`src/rtl/muldiv_issue_ctrl_pkg.sv`:
```
// Shared encodings for the EX-stage HI/LO issue controller and the
// multi-cycle multiplier/divider units it drives.
package muldiv_issue_ctrl_pkg;

  typedef enum logic [2:0] {
    MD_NOP   = 3'd0,
    MD_MULT  = 3'd1,
    MD_MULTU = 3'd2,
    MD_DIV   = 3'd3,
    MD_DIVU  = 3'd4,
    MD_MTHI  = 3'd5,
    MD_MTLO  = 3'd6,
    MD_RSVD  = 3'd7
  } md_op_e;

  typedef enum logic [1:0] {
    ST_IDLE   = 2'd0,
    ST_RUN    = 2'd1,
    ST_COMMIT = 2'd2,
    ST_DRAIN  = 2'd3
  } md_state_e;

  // Start/ready levels as the multiplier and divider units define them.
  localparam logic MulStart       = 1'b1;
  localparam logic MulStop        = 1'b0;
  localparam logic ResultReady    = 1'b1;
  localparam logic ResultNotReady = 1'b0;

  function automatic logic is_muldiv(input md_op_e op);
    return (op == MD_MULT) || (op == MD_MULTU) || (op == MD_DIV) || (op == MD_DIVU);
  endfunction

  function automatic logic is_live(input md_op_e op);
    return (op != MD_NOP) && (op != MD_RSVD);
  endfunction

endpackage

```
`src/rtl/muldiv_issue_ctrl_if.sv`:
```
// Start/ready handshake bundle between the issue controller (master) and
// the multiplier/divider pair (slave).
// Handshake: the master raises *_start_o with stable operands and holds it;
// the unit raises *_ready_i with a valid result and keeps it until it sees
// start low; the master drops start the cycle after it observes ready.
interface muldiv_issue_ctrl_if #(parameter int DW = 32);
  logic              mul_start_o;
  logic              mul_signed_o;
  logic [DW-1:0]     mul_a_o;
  logic [DW-1:0]     mul_b_o;
  logic              mul_ready_i;
  logic [2*DW-1:0]   mul_result_i;
  logic              div_start_o;
  logic              div_signed_o;
  logic [DW-1:0]     div_a_o;
  logic [DW-1:0]     div_b_o;
  logic              div_ready_i;
  logic [2*DW-1:0]   div_result_i;

  modport master (
    output mul_start_o, mul_signed_o, mul_a_o, mul_b_o,
    output div_start_o, div_signed_o, div_a_o, div_b_o,
    input  mul_ready_i, mul_result_i, div_ready_i, div_result_i
  );

  modport slave (
    input  mul_start_o, mul_signed_o, mul_a_o, mul_b_o,
    input  div_start_o, div_signed_o, div_a_o, div_b_o,
    output mul_ready_i, mul_result_i, div_ready_i, div_result_i
  );
endinterface

```
`src/rtl/muldiv_issue_ctrl.sv`:
```
// EX-stage issue controller: launches one mul/div per request, stalls the
// pipeline until the result lands in HI/LO, and drains the unit on flush.
module muldiv_issue_ctrl
  import muldiv_issue_ctrl_pkg::*;
#(
  parameter int DW = 32
) (
  input  logic              clk,
  input  logic              rst,
  input  logic              req_valid_i,
  input  logic [2:0]        req_op_i,
  input  logic [DW-1:0]     req_a_i,
  input  logic [DW-1:0]     req_b_i,
  input  logic              flush_i,
  muldiv_issue_ctrl_if.master unit,
  output logic              stall_o,
  output logic [DW-1:0]     hi_o,
  output logic [DW-1:0]     lo_o,
  output logic              busy_o,
  output md_state_e         state_o
);

  md_state_e       r_state, w_next_state;
  md_op_e          w_op;
  logic            w_start, w_stall, w_ready;
  logic            w_idle_req, w_accept, w_wr_hi, w_wr_lo;
  logic [2*DW-1:0] w_result, r_hold;
  logic [DW-1:0]   r_a, r_b, r_hi, r_lo;
  logic            r_signed, r_sel_div;

  assign w_op       = md_op_e'(req_op_i);
  assign w_idle_req = (r_state == ST_IDLE) && req_valid_i && !flush_i;
  assign w_accept   = w_idle_req && is_muldiv(w_op);
  assign w_wr_hi    = w_idle_req && (w_op == MD_MTHI);
  assign w_wr_lo    = w_idle_req && (w_op == MD_MTLO);

  // Only the selected unit's ready/result matter; the other one is ignored.
  assign w_ready  = r_sel_div ? unit.div_ready_i  : unit.mul_ready_i;
  assign w_result = r_sel_div ? unit.div_result_i : unit.mul_result_i;

  always_comb begin
    w_next_state = r_state;
    w_start      = MulStop;
    w_stall      = 1'b0;
    case (r_state)
      ST_IDLE: begin
        if (w_accept) begin
          w_next_state = ST_RUN;
          w_stall      = 1'b1;
        end
      end
      ST_RUN: begin
        w_start = MulStart;
        w_stall = 1'b1;
        // A ready that coincides with flush takes the drain exit directly.
        if (flush_i) begin
          w_next_state = (w_ready == ResultReady) ? ST_IDLE : ST_DRAIN;
        end else if (w_ready == ResultReady) begin
          w_next_state = ST_COMMIT;
        end
      end
      ST_COMMIT: begin
        w_next_state = ST_IDLE;
      end
      ST_DRAIN: begin
        // Start stays high so the unit can clear ready from its end state.
        w_start = MulStart;
        w_stall = req_valid_i && !flush_i && is_live(w_op);
        if (w_ready != ResultNotReady) w_next_state = ST_IDLE;
      end
      default: begin
        w_next_state = ST_IDLE;
      end
    endcase
  end

  always_ff @(posedge clk or negedge rst) begin
    if (!rst) r_state <= ST_IDLE;
    else      r_state <= w_next_state;
  end

  always_ff @(posedge clk or negedge rst) begin
    if (!rst) begin
      r_a       <= '0;
      r_b       <= '0;
      r_signed  <= 1'b0;
      r_sel_div <= 1'b0;
      r_hold    <= '0;
      r_hi      <= '0;
      r_lo      <= '0;
    end else begin
      if (w_accept) begin
        r_a       <= req_a_i;
        r_b       <= req_b_i;
        r_signed  <= (w_op == MD_MULT) || (w_op == MD_DIV);
        r_sel_div <= (w_op == MD_DIV) || (w_op == MD_DIVU);
      end
      if ((r_state == ST_RUN) && !flush_i && (w_ready == ResultReady)) r_hold <= w_result;
      if (r_state == ST_COMMIT) begin
        r_hi <= r_hold[2*DW-1:DW];
        r_lo <= r_hold[DW-1:0];
      end else begin
        if (w_wr_hi) r_hi <= req_a_i;
        if (w_wr_lo) r_lo <= req_a_i;
      end
    end
  end

  assign unit.mul_start_o  = w_start && !r_sel_div;
  assign unit.div_start_o  = w_start && r_sel_div;
  assign unit.mul_signed_o = r_signed && !r_sel_div;
  assign unit.div_signed_o = r_signed && r_sel_div;
  assign unit.mul_a_o      = r_sel_div ? '0 : r_a;
  assign unit.mul_b_o      = r_sel_div ? '0 : r_b;
  assign unit.div_a_o      = r_sel_div ? r_a : '0;
  assign unit.div_b_o      = r_sel_div ? r_b : '0;

  assign stall_o = w_stall;
  assign busy_o  = (r_state != ST_IDLE);
  assign hi_o    = r_hi;
  assign lo_o    = r_lo;
  assign state_o = r_state;

endmodule

```
`src/flat_wrapper.sv`:
```
// flat-port wrapper written by rule: the top's interface ports become plain ports
module muldiv_issue_ctrl_flat import muldiv_issue_ctrl_pkg::*;
#(
  parameter int DW = 32
)
  (clk, rst, req_valid_i, req_op_i, req_a_i, req_b_i, flush_i, stall_o, hi_o, lo_o, busy_o, state_o, unit_mul_start_o, unit_mul_signed_o, unit_mul_a_o, unit_mul_b_o, unit_div_start_o, unit_div_signed_o, unit_div_a_o, unit_div_b_o, unit_mul_ready_i, unit_mul_result_i, unit_div_ready_i, unit_div_result_i);
  muldiv_issue_ctrl_if #(.DW(DW)) unit_i ();
  input  logic clk;
  input  logic rst;
  input  logic req_valid_i;
  input  logic [2:0] req_op_i;
  input  logic [DW-1:0] req_a_i;
  input  logic [DW-1:0] req_b_i;
  input  logic flush_i;
  output logic stall_o;
  output logic [DW-1:0] hi_o;
  output logic [DW-1:0] lo_o;
  output logic busy_o;
  output md_state_e state_o;
  output wire logic [$bits(unit_i.mul_start_o)-1:0] unit_mul_start_o;
  output wire logic [$bits(unit_i.mul_signed_o)-1:0] unit_mul_signed_o;
  output wire logic [$bits(unit_i.mul_a_o)-1:0] unit_mul_a_o;
  output wire logic [$bits(unit_i.mul_b_o)-1:0] unit_mul_b_o;
  output wire logic [$bits(unit_i.div_start_o)-1:0] unit_div_start_o;
  output wire logic [$bits(unit_i.div_signed_o)-1:0] unit_div_signed_o;
  output wire logic [$bits(unit_i.div_a_o)-1:0] unit_div_a_o;
  output wire logic [$bits(unit_i.div_b_o)-1:0] unit_div_b_o;
  input wire logic [$bits(unit_i.mul_ready_i)-1:0] unit_mul_ready_i;
  input wire logic [$bits(unit_i.mul_result_i)-1:0] unit_mul_result_i;
  input wire logic [$bits(unit_i.div_ready_i)-1:0] unit_div_ready_i;
  input wire logic [$bits(unit_i.div_result_i)-1:0] unit_div_result_i;
  assign unit_mul_start_o = unit_i.mul_start_o;
  assign unit_mul_signed_o = unit_i.mul_signed_o;
  assign unit_mul_a_o = unit_i.mul_a_o;
  assign unit_mul_b_o = unit_i.mul_b_o;
  assign unit_div_start_o = unit_i.div_start_o;
  assign unit_div_signed_o = unit_i.div_signed_o;
  assign unit_div_a_o = unit_i.div_a_o;
  assign unit_div_b_o = unit_i.div_b_o;
  assign unit_i.mul_ready_i = unit_mul_ready_i;
  assign unit_i.mul_result_i = unit_mul_result_i;
  assign unit_i.div_ready_i = unit_div_ready_i;
  assign unit_i.div_result_i = unit_div_result_i;
  muldiv_issue_ctrl #(.DW(DW)) u_core (.clk(clk), .rst(rst), .req_valid_i(req_valid_i), .req_op_i(req_op_i), .req_a_i(req_a_i), .req_b_i(req_b_i), .flush_i(flush_i), .unit(unit_i), .stall_o(stall_o), .hi_o(hi_o), .lo_o(lo_o), .busy_o(busy_o), .state_o(state_o));
endmodule
```
`config.mk`:
```
export PLATFORM = sky130hd
export DESIGN_NAME = muldiv_issue_ctrl_flat
export DESIGN_NICKNAME = d
export VERILOG_FILES = /design/src/rtl/muldiv_issue_ctrl_pkg.sv /design/src/rtl/muldiv_issue_ctrl_if.sv /design/src/rtl/muldiv_issue_ctrl.sv /design/src/flat_wrapper.sv
export SDC_FILE = /design/constraint.sdc
export NUM_CORES = 1
export LEC_CHECK = 0
export ABC_AREA = 1
export BUFFER_PORTS_ARGS = -buffer_cell sky130_fd_sc_hd__buf_2
export CELL_PAD_IN_SITES_DETAIL_PLACEMENT = 0
export CELL_PAD_IN_SITES_GLOBAL_PLACEMENT = 1
export CORE_ASPECT_RATIO = 1.1
export CORE_MARGIN = 5
export CORE_UTILIZATION = 34
export CTS_CLUSTER_DIAMETER = 60
export DETAILED_ROUTE_END_ITERATION = 16
export PLACE_DENSITY = 0.85
export SLEW_MARGIN = 20
export SYNTH_ARGS = -nofsm -noshare
export SYNTH_HDL_FRONTEND = slang
export SYNTH_SLANG_ARGS = --single-unit
```
`constraint.sdc`:
```
create_clock -name clk -period 1.7 [get_ports clk]
set_clock_uncertainty 0.2 [all_clocks]
set_input_delay 0.085 -clock clk [delete_from_list [all_inputs] [get_ports clk]]
set_output_delay 0.085 -clock clk [all_outputs]
set_load 0.05 [all_outputs]
```
* Yosys cells after proc, flatten, opt, wreduce, memory -nomap -nowiden
Cells that the tools add are included.
** Word-level totals
- Bits in registers :: 196
- Output and inout port bits :: 200
** Operators by class
- Mux-type cells :: 19
- Reductions and logical operators :: 28
- Equal/unequal tests :: 13
** Operator list (number)
- $mux 32 :: 8
- $mux 64 :: 1
- $logic_and 1x1->1 :: 14
- $mux 2 :: 5
- $eq 3x3->1 const B :: 3
- $pmux 2 s4 :: 1
- $eq 3x2->1 const B :: 2
- $reduce_bool 2->1 :: 3
- $logic_or 1x1->1 :: 5
- $eq 2x2->1 const B :: 2
- $ne 2x1->1 const B :: 2
- $eq 3x1->1 const B :: 1
- $mux 1 :: 3
- $ne 3x2->1 const B :: 1
- $ne 3x3->1 const B :: 1
- $pmux 1 s3 :: 1
- $reduce_and 3->1 :: 1
- $reduce_bool 3->1 :: 1
- $eq 2x1->1 const B :: 1
- $logic_not 1->1 :: 2
- $logic_not 2->1 :: 1
- $reduce_or 2->1 :: 1

* Longest topological paths before layout
- Depth in word-level cells :: 7
- Mapped depth :: 10
- Mapped depth without buffers :: 7

* Least setup slack after synthesis
No wires, ideal clock.
- Path type :: register to output
- Start :: reg u_core.r_state[0], in the netlist u_core.state_o[0]
- End :: out stall_o
- Data required time :: 1415 ps
- Stages on the path, launching flop included :: 8
- Data arrival time :: 1973 ps
- Setup slack :: -558 ps
- Path through :: dfrtp_1 -> inv_2 -> nand2_2 -> nor2_4 -> nand2_1 -> buf_4 -> buf_6 -> nand3_1
** Between the ends
- Word-level cells in the longest chain between the ends :: 6
** RTL lines
- start: declaration :: RTL line muldiv_issue_ctrl.sv:23 : md_state_e r_state, w_next_state;
- start signal: assignment :: RTL line muldiv_issue_ctrl.sv:79 : else r_state <= w_next_state;
- $logic_not 2->1 :: RTL line muldiv_issue_ctrl.sv:32, muldiv_issue_ctrl.sv:45
- $logic_and 1x1->1 (2 in series) :: RTL line muldiv_issue_ctrl.sv:32 : assign w_idle_req = (r_state == ST_IDLE) && req_valid_i && !flush_i;
- $logic_and 1x1->1 :: RTL line muldiv_issue_ctrl.sv:33 : assign w_accept = w_idle_req && is_muldiv(w_op);
- $mux 1 :: RTL line muldiv_issue_ctrl.sv:47 : if (w_accept) begin
- $pmux 1 s3 * :: RTL line muldiv_issue_ctrl.sv:45 : case (r_state)
- end: declaration :: RTL line flat_wrapper.sv:15 : output logic stall_o;
Every way passes the cells marked *; elsewhere a longest branch is shown, timed or not.

* Final worst setup path
- Start :: reg u_core.r_sel_div
- End :: out unit_mul_a_o[3]
** Between the ends
- Word-level cells in the longest chain between the ends :: 1
** RTL lines
- start: declaration :: RTL line muldiv_issue_ctrl.sv:29 : logic r_signed, r_sel_div;
- start signal: assignment :: RTL line muldiv_issue_ctrl.sv:96 : r_sel_div <= (w_op == MD_DIV) || (w_op == MD_DIVU);
- $mux 32 :: RTL line muldiv_issue_ctrl.sv:113 : assign unit.mul_a_o = r_sel_div ? '0 : r_a;
- end: declaration :: RTL line flat_wrapper.sv:22 : output wire logic [$bits(unit_i.mul_a_o)-1:0] unit_mul_a_o;
No other way between the ends.

==> flow_summary.yaml <==
sta:
  fmax_mhz: 502
  timing.final.crit_share_pct: 117
  hold_ws_ps: -5.06
  drv_slew: 0
  setup_ws_ps: -293
  hold_viol: 2
  max_slew_margin_pct: 63.9
  rsz0062_at_grt: "yes"
  post-route-min-period_ps: 1990
  setup_viol: 198
  worstMarginPinSlew_ps: 542
drt:
  postRouteAntennaNets: 0
  drc: 0
  drt-initial-drc-count: 1022
  vias: 11900
  wl_mm: 46.3
  vias_per_cell: 4.96
  dr.pass1.iters: 6
  avgRoutedWirePerCell_um: 19.2
placement:
  post-dp-hpwl_mm: 26.3
  placed_cells: 2116
  port_buffers: 400
  routabilityCongestion: 0.883
clock_network:
  cts.path.max_buffers: 2
  cts_made_buffers: 17
  cts_tree: "done"
  clock_latency_ps: 440
  clock_sinks: 196
  root_buffer: "clkbuf_16"
  clk_pin_slew_ps: 70
  cts_htree_levels: 4
die:
  start_util_pct: 34.4
  coreArea_um2: 29600
  die_y_um: 191
  dieArea_um2: 33500
  ioPinCount: 401
  placementRows: 66
  die_width_um: 175
run_status:
  failed_checks: "negative hold slack, negative setup slack"
  status: "complete, but fails checks"
flow_run:
  drv_cap: 0
final_layout:
  fin_nets: 2217
  fillers: 2466
  drive_above_1_share_pct: 34.3
  areaGrowthSynthToFinish_pct: 74.2
  stdcell_count: 2405
  utilization_pct: 59.9
critical_path:
  rr_worst_depth: 10
  crit_family: "buffers and inverters"
  critPathMostFrequentCell: "buf_6"
  critPathCaptureType: "output port"
  arrival_ps: 1710
  slowest_stage: "dfrtp_4"
  path_max_fanout: 5
  cpPeakStageDelay_ps: 500
  start_kind: "flip-flop"
  crit_chain: "buf_6 -> buf_12 -> clkbuf_16 -> nor2_4 -> buf_6"
  path_class: "flip-flop to output port"
  path_depth: 5
  cp.required_ps: 1410
  path_buf_inv: 4
grt:
  grt-busiest-layer: "met2"
  use_met2_pct: 37.8
  met1_usage_pct: 31.9
  grt_first_pass_wirelength_mm: 63.6
  overflow: 0
  grt_max_degree: 82
  grt_pass1_vias: 11400
  grtUsageMet3_pct: 5.76
  gr-usage-all-layers_pct: 23.9
  antenna_found_initial: 3
synthesis:
  yosysMostFrequentCell: "nand2_1"
  async_reset_ff_share_pct: 100
  ys_seq_elements: 196
  syn_avg_cell_area_um2: 7.24
  synth_edf_count: 0
  yosys-top-cells-count: "nand2_1 (501), nand3_1 (197), dfrtp_1 (196)"
  synthTopCellsByArea: "dfrtp_1 (48%), nand2_1 (18%), nand3_1 (9.7%)"
  ys_types: 18
  synth_fp_nets: 1605
  ys_seq_area_share_pct: 48.2
  synth_top_cell_by_area: "dfrtp_1"
  synth_top_area_share_pct: 48.2
  synthFlopType: "dfrtp_1"
  ys_warn_count: 0
  synth_area_um2: 10200
  syn-instance-count: 1404
power_and_ir_drop:
  power_density_nw_per_um2: 1770
  intPower_w: 0.0153
  seqPwrFrac_pct: 26.2
  p_switching_w: 0.0160
  vdd_ir_drop_max_mv: 0.767
  p_clk_share_pct: 12.9
  p_leak_nw: 9.53
  swShare_pct: 51.1
  combPwrFrac_pct: 60.9
worst_hold_path:
  hold_class: "input port to asynchronous set/reset pin"
-- power groups by stage --
stage / Clock (W) / Combinational (W) / Sequential (W)
2_1_floorplan: 0 / 0.00815 / 0.0104
3_3_place_gp: 0 / 0.0145 / 0.00815
3_5_place_dp: 0 / 0.0146 / 0.00824
4_1_cts: 0.00408 / 0.0170 / 0.00818
5_1_grt: 0.00430 / 0.0202 / 0.00844
6_report: 0.00404 / 0.0191 / 0.00823
-- path summary, 6_finish.rpt --
| kind | from | endpoint | slack, ps |
|---|---|---|---|
| setup / recovery | u_core.r_sel_div | unit_mul_a_o[3] | -290 |
| hold / removal | rst | u_core.r_b[9] | -5 |
| setup reg to reg | u_core.r_sel_div | u_core.r_hold[11] | -230 |
| hold reg to reg | u_core.r_hold[33] | u_core.r_hold[33] | 290 |
| max in group asynchronous | rst | u_core.r_hold[50] | 640 |
| min in group clk | flush_i | u_core.r_hold[35] | 70 |
-- placed cells by master (no fill, tap or decap), types with 2 or more instances in the layout --
cell	count
or2_2	64
nor2_1	14
dfrtp_1	193
nand2_8	6
inv_1	130
buf_6	107
nand2_4	3
o21ai_1	39
nand2_1	490
buf_12	24
dfrtp_2	2
inv_8	3
o21ai_2	21
clkinv_4	4
buf_4	48
diode_2	2
dlygate4sd3_1	200
bufbuf_16	2
nand2_2	10
nor2_4	44
nand3_1	196
buf_16	9
clkbuf_8	2
inv_6	2
clkinvlp_4	5
buf_2	264
nor2_2	13
clkbuf_16	35
buf_8	17
o21ai_0	71
inv_4	2
inv_2	5
-- cell families after synthesis --
| kind of cell | synth area share [%] |
|---|---|
| and+or+nand+nor | 35.1 |
| buffers and inverters | 10.2 |
| DFF | 48.2 |
| AOI/OAI and AO/OA | 6.50 |
-- final cells by class --
type	count	area, µm²	share of cell area (%)
multi-input cells	973	4820	27.2
well taps	374	468	2.64
clock inverters	14	145	0.819
repair buffers	690	6400	36.1
diodes	2	5.00	0.0282
clock buffers	18	439	2.48
inverters	138	528	2.98
flip-flops and latches	196	4910	27.7
-- sequential cells by signal, indices dropped and copies added, names as in the netlist --
name and cells:
u_core.r_hold 64, u_core.r_a 32, u_core.state_o 2, u_core.r_sel_div 1, u_core.r_b 32, u_core.hi_o 32, u_core.r_signed 1, u_core.lo_o 32
-- per-stage QoR --
stage	area, µm²	setup WS, ps	hold WS, ps	setup TNS, ps	total power, W
2_1_floorplan	10200	-205	-411	-12720	0.0186
3_3_place_gp	12800	27.3	-97.3	0	0.0226
3_5_place_dp	12800	-14.7	-90.6	-14.7	0.0228
4_1_cts	16400	-255	6.61	-30420	0.0293
5_1_grt	17700	-332	39.9	-49890	0.0329
6_report	17700	-293	-5.06	-37100	0.0314
-- what timing repair did --
item                                    in CTS  in global routing
cloned                                       5                 31
pin swaps                                    9                 14
hold buffers                               200                  1
setup buffers                                9                 12
resized for setup                          276                203
endpoints found under the setup margin     141                249
endpoints found under the hold margin      392                  2
-- per-layer routing --
layer	wire (µm)	vias to the layer above	part of all wire, %
li1	-	5591	-
met1	19100	5651	41
met3	3520	99	7.6
met2	22000	593	47
met4	1660	2	3.6
met5	13	-	0.028
Power figures use the tool's default switching activity.
